`config.mk`:
```
export PLATFORM = sky130hd
export DESIGN_NAME = gamepad_pmod_rx_flat
export DESIGN_NICKNAME = d
export VERILOG_FILES = /design/src/rtl/gamepad_pmod_rx_pkg.sv /design/src/rtl/gamepad_pmod_rx_if.sv /design/src/rtl/gamepad_pmod_rx_sync_rise.sv /design/src/rtl/gamepad_pmod_rx.sv /design/src/flat_wrapper.sv
export SDC_FILE = /design/constraint.sdc
export NUM_CORES = 1
export LEC_CHECK = 0
export ABC_AREA = 0
export CAP_MARGIN = 20
export CORE_MARGIN = 2
export CORE_UTILIZATION = 61
export DETAILED_ROUTE_END_ITERATION = 10
export DONT_BUFFER_PORTS = 1
export PLACE_DENSITY = 0.77
export SLEW_MARGIN = 25
export SYNTH_ARGS = -nofsm -noshare
export SYNTH_HDL_FRONTEND = slang
export SYNTH_HIERARCHICAL = 1
export SYNTH_SLANG_ARGS = --single-unit
```
`constraint.sdc`:
```
create_clock -name clock -period 1.9 [get_ports clock]
set_clock_uncertainty 0.15 [all_clocks]
set_input_delay 0.57 -clock clock [delete_from_list [all_inputs] [get_ports clock]]
set_output_delay 0.57 -clock clock [all_outputs]
set_load 0.05 [all_outputs]
```
`src/rtl/gamepad_pmod_rx_pkg.sv`:
```
// Purpose: shared constants, pad word type and presence decode for the gamepad PMOD receiver.
// Latency: none. This file holds only types, constants and a combinational helper.
// Backpressure: none.
package gamepad_pkg;

  localparam int FRAME_BITS = 24;
  localparam int PAD_BITS   = 12;

  // Button positions inside a 12-bit pad word, MSB first.
  localparam int BTN_B      = 11;
  localparam int BTN_Y      = 10;
  localparam int BTN_SELECT = 9;
  localparam int BTN_START  = 8;
  localparam int BTN_UP     = 7;
  localparam int BTN_DOWN   = 6;
  localparam int BTN_LEFT   = 5;
  localparam int BTN_RIGHT  = 4;
  localparam int BTN_A      = 3;
  localparam int BTN_X      = 2;
  localparam int BTN_L      = 1;
  localparam int BTN_R      = 0;

  typedef logic [PAD_BITS-1:0] pad_t;

  // A disconnected controller reads back as all buttons pressed.
  localparam pad_t PAD_ABSENT = 12'hFFF;

  typedef struct packed {
    pad_t pad;
    logic present;
  } pad_state_t;

  // An absent controller shows no buttons pressed and clears its present flag.
  function automatic pad_state_t decode_pad(pad_t word);
    pad_state_t s;
    s.present = (word != PAD_ABSENT);
    s.pad     = s.present ? word : '0;
    return s;
  endfunction

endpackage

```
`src/rtl/gamepad_pmod_rx_if.sv`:
```
// Purpose: bundles the PMOD pin inputs and the decoded pad outputs of the receiver.
// Latency: none. This is wiring only.
// Backpressure: none. Pins are free-running and the outputs are level/pulse signals.
interface gamepad_pmod_rx_if;
  import gamepad_pkg::*;

  logic io_pmod_latch;
  logic io_pmod_clk;
  logic io_pmod_data;
  pad_t io_pad1;
  pad_t io_pad2;
  logic io_pad1_present;
  logic io_pad2_present;
  logic io_frame_valid;
  logic io_frame_error;

  // The master side drives the PMOD pins and observes the decoded pads.
  modport master (
    output io_pmod_latch, io_pmod_clk, io_pmod_data,
    input  io_pad1, io_pad2, io_pad1_present, io_pad2_present,
    input  io_frame_valid, io_frame_error
  );

  // The slave side is the receiver itself.
  modport slave (
    input  io_pmod_latch, io_pmod_clk, io_pmod_data,
    output io_pad1, io_pad2, io_pad1_present, io_pad2_present,
    output io_frame_valid, io_frame_error
  );

endinterface

```
`src/rtl/gamepad_pmod_rx_sync_rise.sv`:
```
// Purpose: N-stage synchroniser for one asynchronous pin, followed by a registered rising-edge detect.
// Latency: the level and rise outputs appear STAGES+1 cycles after the pin is sampled.
// Backpressure: none. The input is free-running.
module sync_rise #(
  parameter int STAGES = 2
) (
  input  logic clock,
  input  logic reset,
  input  logic din,
  output logic level,
  output logic rise
);

  logic [STAGES-1:0] sync;
  logic              prev;

  // Shift the pin through the synchroniser. The last stage is registered once more,
  // so that the level and the rise pulse line up on the same cycle.
  always_ff @(posedge clock) begin
    if (reset) begin
      sync <= '0;
      prev <= 1'b0;
      rise <= 1'b0;
    end else begin
      sync <= (sync << 1) | STAGES'(din);
      prev <= sync[STAGES-1];
      rise <= sync[STAGES-1] & ~prev;
    end
  end

  assign level = prev;

endmodule

```
`src/rtl/gamepad_pmod_rx.sv`:
```
// Purpose: deserialises 24-bit Gamepad PMOD frames into registered button state for two controllers.
// Latency: outputs update 4 cycles after the latch pin rises (SYNC_STAGES=2). Valid/error pulses last 1 cycle.
// Backpressure: none. Frames are committed or discarded as they arrive.
module gamepad_pmod_rx
  import gamepad_pkg::*;
#(
  parameter int SYNC_STAGES = 2,
  parameter int FRAME_BITS  = gamepad_pkg::FRAME_BITS
) (
  input  logic clock,
  input  logic reset,
  gamepad_pmod_rx_if.slave bus
);

  localparam int             CNT_W     = 5;
  localparam logic [CNT_W-1:0] CNT_MAX   = '1;
  localparam logic [CNT_W-1:0] FRAME_CNT = CNT_W'(FRAME_BITS);

  logic latch_rise, clk_rise, data_lvl;
  logic latch_lvl_unused, clk_lvl_unused, data_rise_unused;

  logic [FRAME_BITS-1:0] sr;
  logic [CNT_W-1:0]      cnt;
  pad_t                  pad1_q, pad2_q;
  logic                  pad1_present_q, pad2_present_q;
  logic                  valid_q, error_q;
  pad_state_t            pad1_dec, pad2_dec;

  sync_rise #(.STAGES(SYNC_STAGES)) u_latch (
    .clock(clock), .reset(reset), .din(bus.io_pmod_latch),
    .level(latch_lvl_unused), .rise(latch_rise)
  );

  sync_rise #(.STAGES(SYNC_STAGES)) u_clk (
    .clock(clock), .reset(reset), .din(bus.io_pmod_clk),
    .level(clk_lvl_unused), .rise(clk_rise)
  );

  // Data goes through the same pipeline, so it is aligned with the clk edge detect.
  sync_rise #(.STAGES(SYNC_STAGES)) u_data (
    .clock(clock), .reset(reset), .din(bus.io_pmod_data),
    .level(data_lvl), .rise(data_rise_unused)
  );

  // The first bit shifted in ends up in the MSB, so pad2 occupies the upper half.
  assign pad2_dec = decode_pad(sr[2*PAD_BITS-1:PAD_BITS]);
  assign pad1_dec = decode_pad(sr[PAD_BITS-1:0]);

  // Shift on clk edges. On a latch edge, commit or discard the frame. A latch edge
  // wins over a clk edge in the same cycle, so that the frame is judged on the count it has.
  always_ff @(posedge clock) begin
    if (reset) begin
      sr             <= '0;
      cnt            <= '0;
      pad1_q         <= '0;
      pad2_q         <= '0;
      pad1_present_q <= 1'b0;
      pad2_present_q <= 1'b0;
      valid_q        <= 1'b0;
      error_q        <= 1'b0;
    end else begin
      valid_q <= 1'b0;
      error_q <= 1'b0;
      if (latch_rise) begin
        cnt <= '0;
        if (cnt == FRAME_CNT) begin
          pad1_q         <= pad1_dec.pad;
          pad2_q         <= pad2_dec.pad;
          pad1_present_q <= pad1_dec.present;
          pad2_present_q <= pad2_dec.present;
          valid_q        <= 1'b1;
        end else begin
          error_q <= 1'b1;
        end
      end else if (clk_rise) begin
        sr <= {sr[FRAME_BITS-2:0], data_lvl};
        if (cnt != CNT_MAX) cnt <= cnt + CNT_W'(1);
      end
    end
  end

  assign bus.io_pad1         = pad1_q;
  assign bus.io_pad2         = pad2_q;
  assign bus.io_pad1_present = pad1_present_q;
  assign bus.io_pad2_present = pad2_present_q;
  assign bus.io_frame_valid  = valid_q;
  assign bus.io_frame_error  = error_q;

endmodule

```
`src/flat_wrapper.sv`:
```
// flat-port wrapper written by rule: the top's interface ports become plain ports
module gamepad_pmod_rx_flat import gamepad_pkg::*;
#(
  parameter int SYNC_STAGES = 2,
  parameter int FRAME_BITS  = gamepad_pkg::FRAME_BITS
)
  (clock, reset, bus_io_pmod_latch, bus_io_pmod_clk, bus_io_pmod_data, bus_io_pad1, bus_io_pad2, bus_io_pad1_present, bus_io_pad2_present, bus_io_frame_valid, bus_io_frame_error);
  gamepad_pmod_rx_if bus_i ();
  input  logic clock;
  input  logic reset;
  input wire logic [$bits(bus_i.io_pmod_latch)-1:0] bus_io_pmod_latch;
  input wire logic [$bits(bus_i.io_pmod_clk)-1:0] bus_io_pmod_clk;
  input wire logic [$bits(bus_i.io_pmod_data)-1:0] bus_io_pmod_data;
  output wire logic [$bits(bus_i.io_pad1)-1:0] bus_io_pad1;
  output wire logic [$bits(bus_i.io_pad2)-1:0] bus_io_pad2;
  output wire logic [$bits(bus_i.io_pad1_present)-1:0] bus_io_pad1_present;
  output wire logic [$bits(bus_i.io_pad2_present)-1:0] bus_io_pad2_present;
  output wire logic [$bits(bus_i.io_frame_valid)-1:0] bus_io_frame_valid;
  output wire logic [$bits(bus_i.io_frame_error)-1:0] bus_io_frame_error;
  assign bus_i.io_pmod_latch = bus_io_pmod_latch;
  assign bus_i.io_pmod_clk = bus_io_pmod_clk;
  assign bus_i.io_pmod_data = bus_io_pmod_data;
  assign bus_io_pad1 = bus_i.io_pad1;
  assign bus_io_pad2 = bus_i.io_pad2;
  assign bus_io_pad1_present = bus_i.io_pad1_present;
  assign bus_io_pad2_present = bus_i.io_pad2_present;
  assign bus_io_frame_valid = bus_i.io_frame_valid;
  assign bus_io_frame_error = bus_i.io_frame_error;
  gamepad_pmod_rx #(.SYNC_STAGES(SYNC_STAGES), .FRAME_BITS(FRAME_BITS)) u_core (.clock(clock), .reset(reset), .bus(bus_i));
endmodule
```
==> flow_summary.toml, run 1 <==
[clock_tree]
cts_tree = "built"
cts.sinks = 68
cts_hold_buf = 0
cts.reportedPaths.clkPinSlew_ns = 0.07
ctsHtreeMaxLevel = 3
post_cts_buffers = 0
numCtsBuffers = 9
clockBufferDepth = 2
clock_latency_ns = 0.34
post_cts_resized = 1
root_buffer = "clkbuf_8"

[placed_design]
dp.cells = 267
place_hpwl_um = 2750
gp_congestion = 0.7332
numPortBuffers = 0

[setup_path]
crit_required_ns = 2.02
cp_max_fo = 4
slowest_delay_ns = 0.36
cp.arrival_ns = 1.97
r2r_start = "u_core/cnt[0]"
reg2reg_slack_ns = 0.05
critPathSlowestCell = "or3_4"
r2r-end = "u_core/cnt[3]"
path_cells = "ha_1 -> and3_1 -> ha_2 -> nand2b_4 -> or3_4 -> a21oi_1"
worstSetupEndpointType = "flop"
path_class = "reg2reg"
r2r_cells = 6
startpoint_type = "flop"

[timing]
tightest_slew_ns = 0.5307
setup_viol = 0
drv_slew = 0
tns_ns = 0
hold_viol_final = 0
maxSlewHeadroom_pct = 64.57
fmax_mhz = 539.3
fin_crit_sh_pct = 97.60
period_needed_ns = 1.854

[layout]
fin_nets = 238
area_growth_pct = 11.10
post-route-util_pct = 71.30
drive_gt1_share_pct = 12.77
antenna_cells = 0
layout.cells.non_filler = 283

[floorplan]
dieArea_um2 = 4395
rows = 22
die_x_um = 66.30
initial_utilization_pct = 64.18
die_height_um = 66.30
core_um2 = 3689
boundaryPins = 33

[power]
p_leak_nw = 0.9037
ir_worst_vdd_mv = 0.6619
total_power_mw = 2.922
power_density_nw_per_um2 = 1111

[detailed_routing]
viasPerCell = 5.894
drc_errors = 0
finalWirelength_um = 4413
ant_nets = 0
vias = 1668
wl_per_cell_um = 15.59
drt_first_pass_iters = 4
dr.first_iter.drc_count = 191

[hold_path]
holdCritPathClass = "in2reg"
min_from = "reset"
min_to = "u_core/u_clk/rise"
worstHoldPathCells = 1

[synth]
syn_avg_cell_area_um2 = 10.25
syn-cell-area_um2 = 2367
yosysWarnings = 6
synth.net_count = 239
netlist_instances = 231

[grt]
grt_pass1_vias = 1579
overflow = 0
grt_pass1_wl_um = 7162
grt_start_max_net_pins = 40
track_usage_pct = 22.37
antenna_found_initial = 0

[run]
cap_violations = 0

[status]
status = "completed"
==> routing by layer <==
metal / vias up / routed length (um) / global-route usage, %
met5: - / 0 / 0
met1: 793 / 1825 / 25.84
met3: 7 / 249 / 8.177
met4: 0 / 83 / 10.71
met2: 57 / 2255 / 36.50
li1: 811 / - / -
==> sequential cells by signal (all words and copies together), names as in the netlist, 2 cells and up <==
register / cells
u_core/bus.io_pad2: 12
u_core/u_data/sync: 2
u_core/sr: 24
u_core/bus.io_pad1: 12
u_core/u_latch/sync: 2
u_core/cnt: 5
u_core/u_clk/sync: 2
==> per-stage QoR <==
stage	instance area (um2)	hold WS, ns	worst slack, ns
after global routing	2630	0.1157	-0.008263
after detailed placement	2364	0.2459	0.01588
after floorplan	2367	0.2368	0.1752
after global placement	2364	0.2409	0.1608
after CTS	2621	0.1332	0.03596
final	2630	0.1423	0.04569
==> power by group <==
group,switching [mW],internal [mW]
clock,0.504,0.942
sequential,0.00611,1.44
combinational,0.0223,0.0130
total,0.532,2.39
==> final cells by class <==
class,count,area [um2]
clock buffer,12,155.1
timing repair buffer,4,42.54
multi-input combinational,145,907.1
clock inverter,4,95.09
fill,271,1059
sequential,68,1363
inverter,2,7.507
tap,48,60.06
==> worst max-delay path: cells and delay by family (launching register included) <==
family | cells | cell delay, ns
AOI/OAI and AO/OA | 1 | 0.15
adders and majority gates | 2 | 0.42
DFF | 1 | 0.34
and+or+nand+nor | 3 | 0.73
==> placed cells by master, fill, tap and decap left out, types with 2 or more instances in the layout <==
cell type and n:
a21oi_1 27, a22o_1 2, a32o_1 24, buf_4 3, bufinv_16 3, clkbuf_8 11
dfxtp_1 67, ha_1 2, inv_1 2, nand2_1 52, nand4_1 6, nor2_1 2
nor2b_1 11, nor3b_2 2, or3_4 3
==> worst max path at each step <==
stage	from	slack (ns)	endpoint	cells after the start
global placement	u_core/cnt[0]	0.16	u_core/cnt[3]	6
global route	u_core/cnt[0]	-0.008	u_core/cnt[3]	6
detailed placement	u_core/cnt[0]	0.02	u_core/cnt[3]	6
CTS	u_core/cnt[0]	0.04	u_core/cnt[3]	6
floorplan	u_core/cnt[0]	0.18	u_core/cnt[3]	6
finish	u_core/cnt[0]	0.05	u_core/cnt[3]	6
(Power assumes the default switching activity.)
==> inputs of run 2 (changes only) <==
- clock period: 1.9 -> 1.8 ns (I/O delays scaled with it)
==> run 2 against run 1 <==
  * Maximum frequency is 6.0% higher
  * Largest power group is now registers
  * Sequential cell count stayed put
  * Power is 10% lower
  * Clock-buffer cell count is 1 lower
  * Design area is 3.0% lower
  * Global-route usage is 0.39 points lower
  * First-iteration DRC count is 12% lower
  * Highest routed layer unchanged
==> flow_summary.toml, run 2 (same netlist as run 1, synthesis figures left out) <==
[placed_design]
place_area_um2 = 2374
dp.cells = 270
place_hpwl_um = 2814
numPortBuffers = 0
gp_congestion = 0.7535

[layout]
largest_register_ff_count = 24
fin_nets = 241
drive_gt1_share_pct = 13.45
design_area_um2 = 2551
layout_common_cells = "dfxtp_1 (67), nand2_1 (52), a21oi_1 (27), a32o_1 (24), nor2b_1 (11)"
layout.cells.non_filler = 286
final_common_cell = "dfxtp_1"
fillers = 288
area_growth_pct = 7.770
antenna_cells = 0
regMostFlops = "u_core/sr"

[floorplan]
dieArea_um2 = 4395
die_height_um = 66.30
rows = 22
boundaryPins = 33
initial_utilization_pct = 64.18
die_x_um = 66.30
core_um2 = 3689

[timing]
drv_slew = 0
maxSlewHeadroom_pct = 64.77
tightest_slew_ns = 0.5277
fin_crit_sh_pct = 97.20
period_needed_ns = 1.750
hold_viol_final = 0
setup_viol = 0
fmax_mhz = 571.6
rsz0062_at_grt = "false"

[setup_path]
cp_max_fo = 4
cp.arrival_ns = 1.86
startpoint_type = "flop"
crit_required_ns = 1.91
worstSetupEndpointType = "flop"
path_class = "reg2reg"

[detailed_routing]
vias = 1678
dr.first_iter.drc_count = 168
finalWirelength_um = 4300
ant_nets = 0
drc_errors = 0
drt_first_pass_iters = 4
wl_per_cell_um = 15.03
viasPerCell = 5.867

[clock_tree]
numCtsBuffers = 9
clockBufferDepth = 2
cts.reportedPaths.clkPinSlew_ns = 0.07
ctsHtreeMaxLevel = 3
root_buffer = "clkbuf_8"
post_cts_buffers = 0
cts_tree = "built"
clock_latency_ns = 0.33
cts.sinks = 68

[hold_path]
holdCritPathClass = "in2reg"

[run]
cap_violations = 0

[power]
p_leak_nw = 0.8721
power_density_nw_per_um2 = 1026
ir_worst_vdd_mv = 0.7617

[grt]
grt_start_max_net_pins = 40
grt_pass1_vias = 1566
grt_pass1_wl_um = 7148
overflow = 0
track_usage_pct = 21.97
antenna_found_initial = 0

[status]
status = "completed"
==> run 2: cell types whose count changed in the layout (fill, tap and decap cells not counted), sizes merged <==
cell and change:
bufinv -3, buf +3, clkinvlp +1, clkbuf -1, clkinv +3
==> run 2: path summary, 6_finish.rpt <==
kind                                         start             endpoint  slack, ns  depth (start not counted)
worst max-delay path                 u_core/cnt[0]        u_core/cnt[3]       0.05                          6
worst min-delay path                         reset  u_core/u_latch/rise       0.12                          1
worst max register to register       u_core/cnt[0]        u_core/cnt[3]       0.05                          6
worst min register to register  u_core/u_clk/level    u_core/u_clk/rise       0.25                          1
==> run 2: per-layer routing <==
metal  vias to the layer above  wire [um]  GRT usage [%]
li1                        819          -              -
met1                       807       1819          25.62
met2                        48       2228          36.13
met3                         4        214          8.348
met4                         0         38          8.929
met5                         -          0              0
==> run 2: critical path, stage by stage, from the launching register on <==
cell and delay (ns):
dfxtp_4 0.36, ha_2 0.19, and3_1 0.18, ha_2 0.19
nand2b_1 0.15, or3_1 0.35, a21oi_1 0.12
==> run 2: where the power goes <==
part           switching (mW)  internal [mW]
registers             0.00650           1.51
logic                  0.0241         0.0154
clock network           0.530          0.527
total                   0.561           2.06
==> run 2: final cells by class <==
cell class	instances	area (um2)	share of cell area, %
inverters	2	7.507	0.2943
well taps	48	60.06	2.354
clock inverters	5	27.53	1.079
clock buffers	11	141.4	5.542
flip-flops and latches	68	1365	53.51
multi-input cells	145	897.1	35.16
repair buffers	7	52.55	2.060
==> run 2: metrics by stage <==
step | util, % | setup TNS [ns] | total power, mW | setup slack, ns | hold slack [ns]
after floorplan | - | 0 | 1.592 | 0.07521 | 0.2368
after global routing | 69.17 | 0 | 2.721 | 0.004923 | 0.09303
final | 69.17 | 0 | 2.617 | 0.05040 | 0.1223
after global placement | 64.35 | 0 | 1.592 | 0.09021 | 0.2408
after detailed placement | 64.35 | -0.02276 | 1.595 | -0.02276 | 0.2416
after CTS | 69.03 | 0 | 2.648 | 0.01415 | 0.1001
==> run 2: repair_timing <==
| action | 4_1_cts | 5_1_grt |
|---|---|---|
| hold buffers | 0 | 0 |
| setup endpoints to repair | 1 | 1 |
| pin swaps | 0 | 1 |
| gates resized for setup | 2 | 2 |
==> inputs of run 3 (changes only) <==
- CTS_CLUSTER_SIZE: not set -> 24
- SYNTH_HIERARCHICAL: 1 -> not set
==> run 3 against run 2 <==
  * Via count rose by 1.9%
  * Synthesized area fell by 0.37%
  * Maximum frequency barely moved
  * Critical endpoint is now u_core.cnt[3]
==> flow_summary.toml, run 3 <==
[setup_path]
r2r_cells = 6
cp.arrival_ns = 1.87
crit_required_ns = 1.93
path_class = "reg2reg"
r2r-end = "u_core.cnt[3]"
worstSetupEndpointType = "flop"
startpoint_type = "flop"
reg2reg_slack_ns = 0.05
cp_max_fo = 4
r2r_start = "u_core.cnt[0]"

[synth]
netlist_instances = 232
yosysWarnings = 0
synth_edf_count = 0
synth.largest_area_cell = "dfxtp_1"
synth_compound_area_share_pct = 17.24
synth_commonest_cells = "dfxtp_1 (68), nand2_1 (52), a21oi_1 (27)"
synth_ff_type = "dfxtp_1"
synthMuxAreaShare_pct = 0
synth.yosys.seq_area_share_pct = 57.72
synth-simple-area-share_pct = 17.72
yosysMostFrequentCell = "dfxtp_1"
synth-async-reset-ratio_pct = 0
syn-cell-area_um2 = 2359
syn_avg_cell_area_um2 = 10.17
synth_top_family_by_area = "simple AND/OR/NAND/NOR gates"
ys_types = 27
yosysTopAreaCellShare_pct = 57.72
synth.net_count = 240
ys_ff_latch = 68
synth_area_leaders = "dfxtp_1 (58%), a32o_1 (10%), nand2_1 (8.3%)"
synth-xor-area-share_pct = 0.7427
synthAdderAreaFrac_pct = 1.592

[clock_tree]
clock_latency_ns = 0.34
post_cts_resized = 0
numCtsBuffers = 9
clockBufferDepth = 2
root_buffer = "clkbuf_8"
cts.sinks = 68
ctsHtreeMaxLevel = 3
post_cts_buffers = 0
cts_hold_buf = 0
cts_tree = "built"
cts.reportedPaths.clkPinSlew_ns = 0.06

[detailed_routing]
dr.first_iter.drc_count = 148
vias = 1710
ant_nets = 0
finalWirelength_um = 4580
drc_errors = 0
viasPerCell = 6.000
drt_first_pass_iters = 4
wl_per_cell_um = 16.07

[grt]
grt_start_max_net_pins = 38
grt_pass1_vias = 1666
overflow = 0
grt_pass1_wl_um = 7438
antenna_found_initial = 0
track_usage_pct = 23.14

[floorplan]
core_um2 = 3689
rows = 22
die_height_um = 66.18
boundaryPins = 33
dieArea_um2 = 4380
initial_utilization_pct = 63.94
die_x_um = 66.18

[layout]
layout_common_cells = "dfxtp_1 (66), nand2_1 (52), a21oi_1 (26), a32o_1 (24), nor2b_1 (13)"
regMostFlops = "u_core.sr"
final_common_cell = "dfxtp_1"
antenna_cells = 0
area_growth_pct = 9.178
drive_gt1_share_pct = 11.81
largest_register_ff_count = 24
fin_nets = 240
post-route-util_pct = 69.81

[timing]
maxSlewHeadroom_pct = 63.54
hold_viol_final = 0
setup_viol = 0
drv_slew = 0
fin_ws_ns = 0.05081
fmax_mhz = 571.7
tightest_slew_ns = 0.5462
period_needed_ns = 1.749
fin_crit_sh_pct = 97.18

[run]
cap_violations = 0

[hold_path]
worstHoldPathCells = 1
holdCritPathClass = "in2reg"
min_from = "reset"
min_to = "u_core.u_data.sync[0]"

[status]
status = "completed"

[placed_design]
dpl_worst_slack_ns = 0.005684
gp_congestion = 0.7475
place_hpwl_um = 2960
numPortBuffers = 0

[power]
ir_worst_vdd_mv = 0.6244
power_density_nw_per_um2 = 1085
p_leak_nw = 0.8820
[run 3: cells by family after synthesis]
group,count (synthesis)
simple gates,85
buf+inv,19
xor+xnor,2
fa+ha+maj,3
compound gates,55
flops,68
[run 3: worst max-delay path: stages (launching register included)]
cell,delay (ns)
dfxtp_2,0.34
ha_1,0.21
and3_1,0.18
ha_2,0.18
nand2b_1,0.15
or3_1,0.37
a21oi_2,0.12
[run 3: worst max path at each step]
stage / startpoint / to / cells after the start
6_report: u_core.cnt[0] / u_core.cnt[3] / 6
5_1_grt: u_core.cnt[0] / u_core.cnt[3] / 6
4_1_cts: u_core.cnt[0] / u_core.cnt[3] / 6
3_5_place_dp: u_core.cnt[0] / u_core.cnt[3] / 6
3_3_place_gp: u_core.cnt[0] / u_core.cnt[3] / 6
2_1_floorplan: u_core.cnt[0] / u_core.cnt[3] / 6
[run 3: layout make-up]
class,count,area (um2)
Inverter,2,7.507
Multi-Input combinational cell,145,889.6
Fill cell,272,1114
Sequential cell,68,1364
Clock buffer,15,166.4
Timing Repair Buffer,6,57.56
Clock inverter,1,30.03
Tap cell,48,60.06
[run 3: metal layers]
layer	part of all wire, %	global-route usage, %	vias up
li1	-	-	822
met4	1.7	14.54	0
met1	44	28.07	821
met3	7.5	8.859	8
met5	0	0	-
met2	47	34.25	59
[run 3: power breakdown]
part           switching (mW)  internal [mW]
sequential            0.00557           1.52
clock                   0.515          0.719
combinational          0.0248         0.0149
[run 3: per-stage QoR]
| step | instances | hold WS, ns | instance area [um2] | TNS [ns] | power, mW |
|---|---|---|---|---|---|
| 5_1_grt | 285 | 0.09467 | 2575 | -0.01428 | 2.890 |
| 3_3_place_gp | 269 | 0.2219 | 2366 | 0 | 1.590 |
| 2_1_floorplan | 232 | 0.2174 | 2359 | 0 | 1.593 |
| 3_5_place_dp | 269 | 0.2254 | 2366 | 0 | 1.594 |
| 4_1_cts | 285 | 0.09968 | 2562 | 0 | 2.814 |
| 6_report | 285 | 0.1160 | 2575 | 0 | 2.794 |
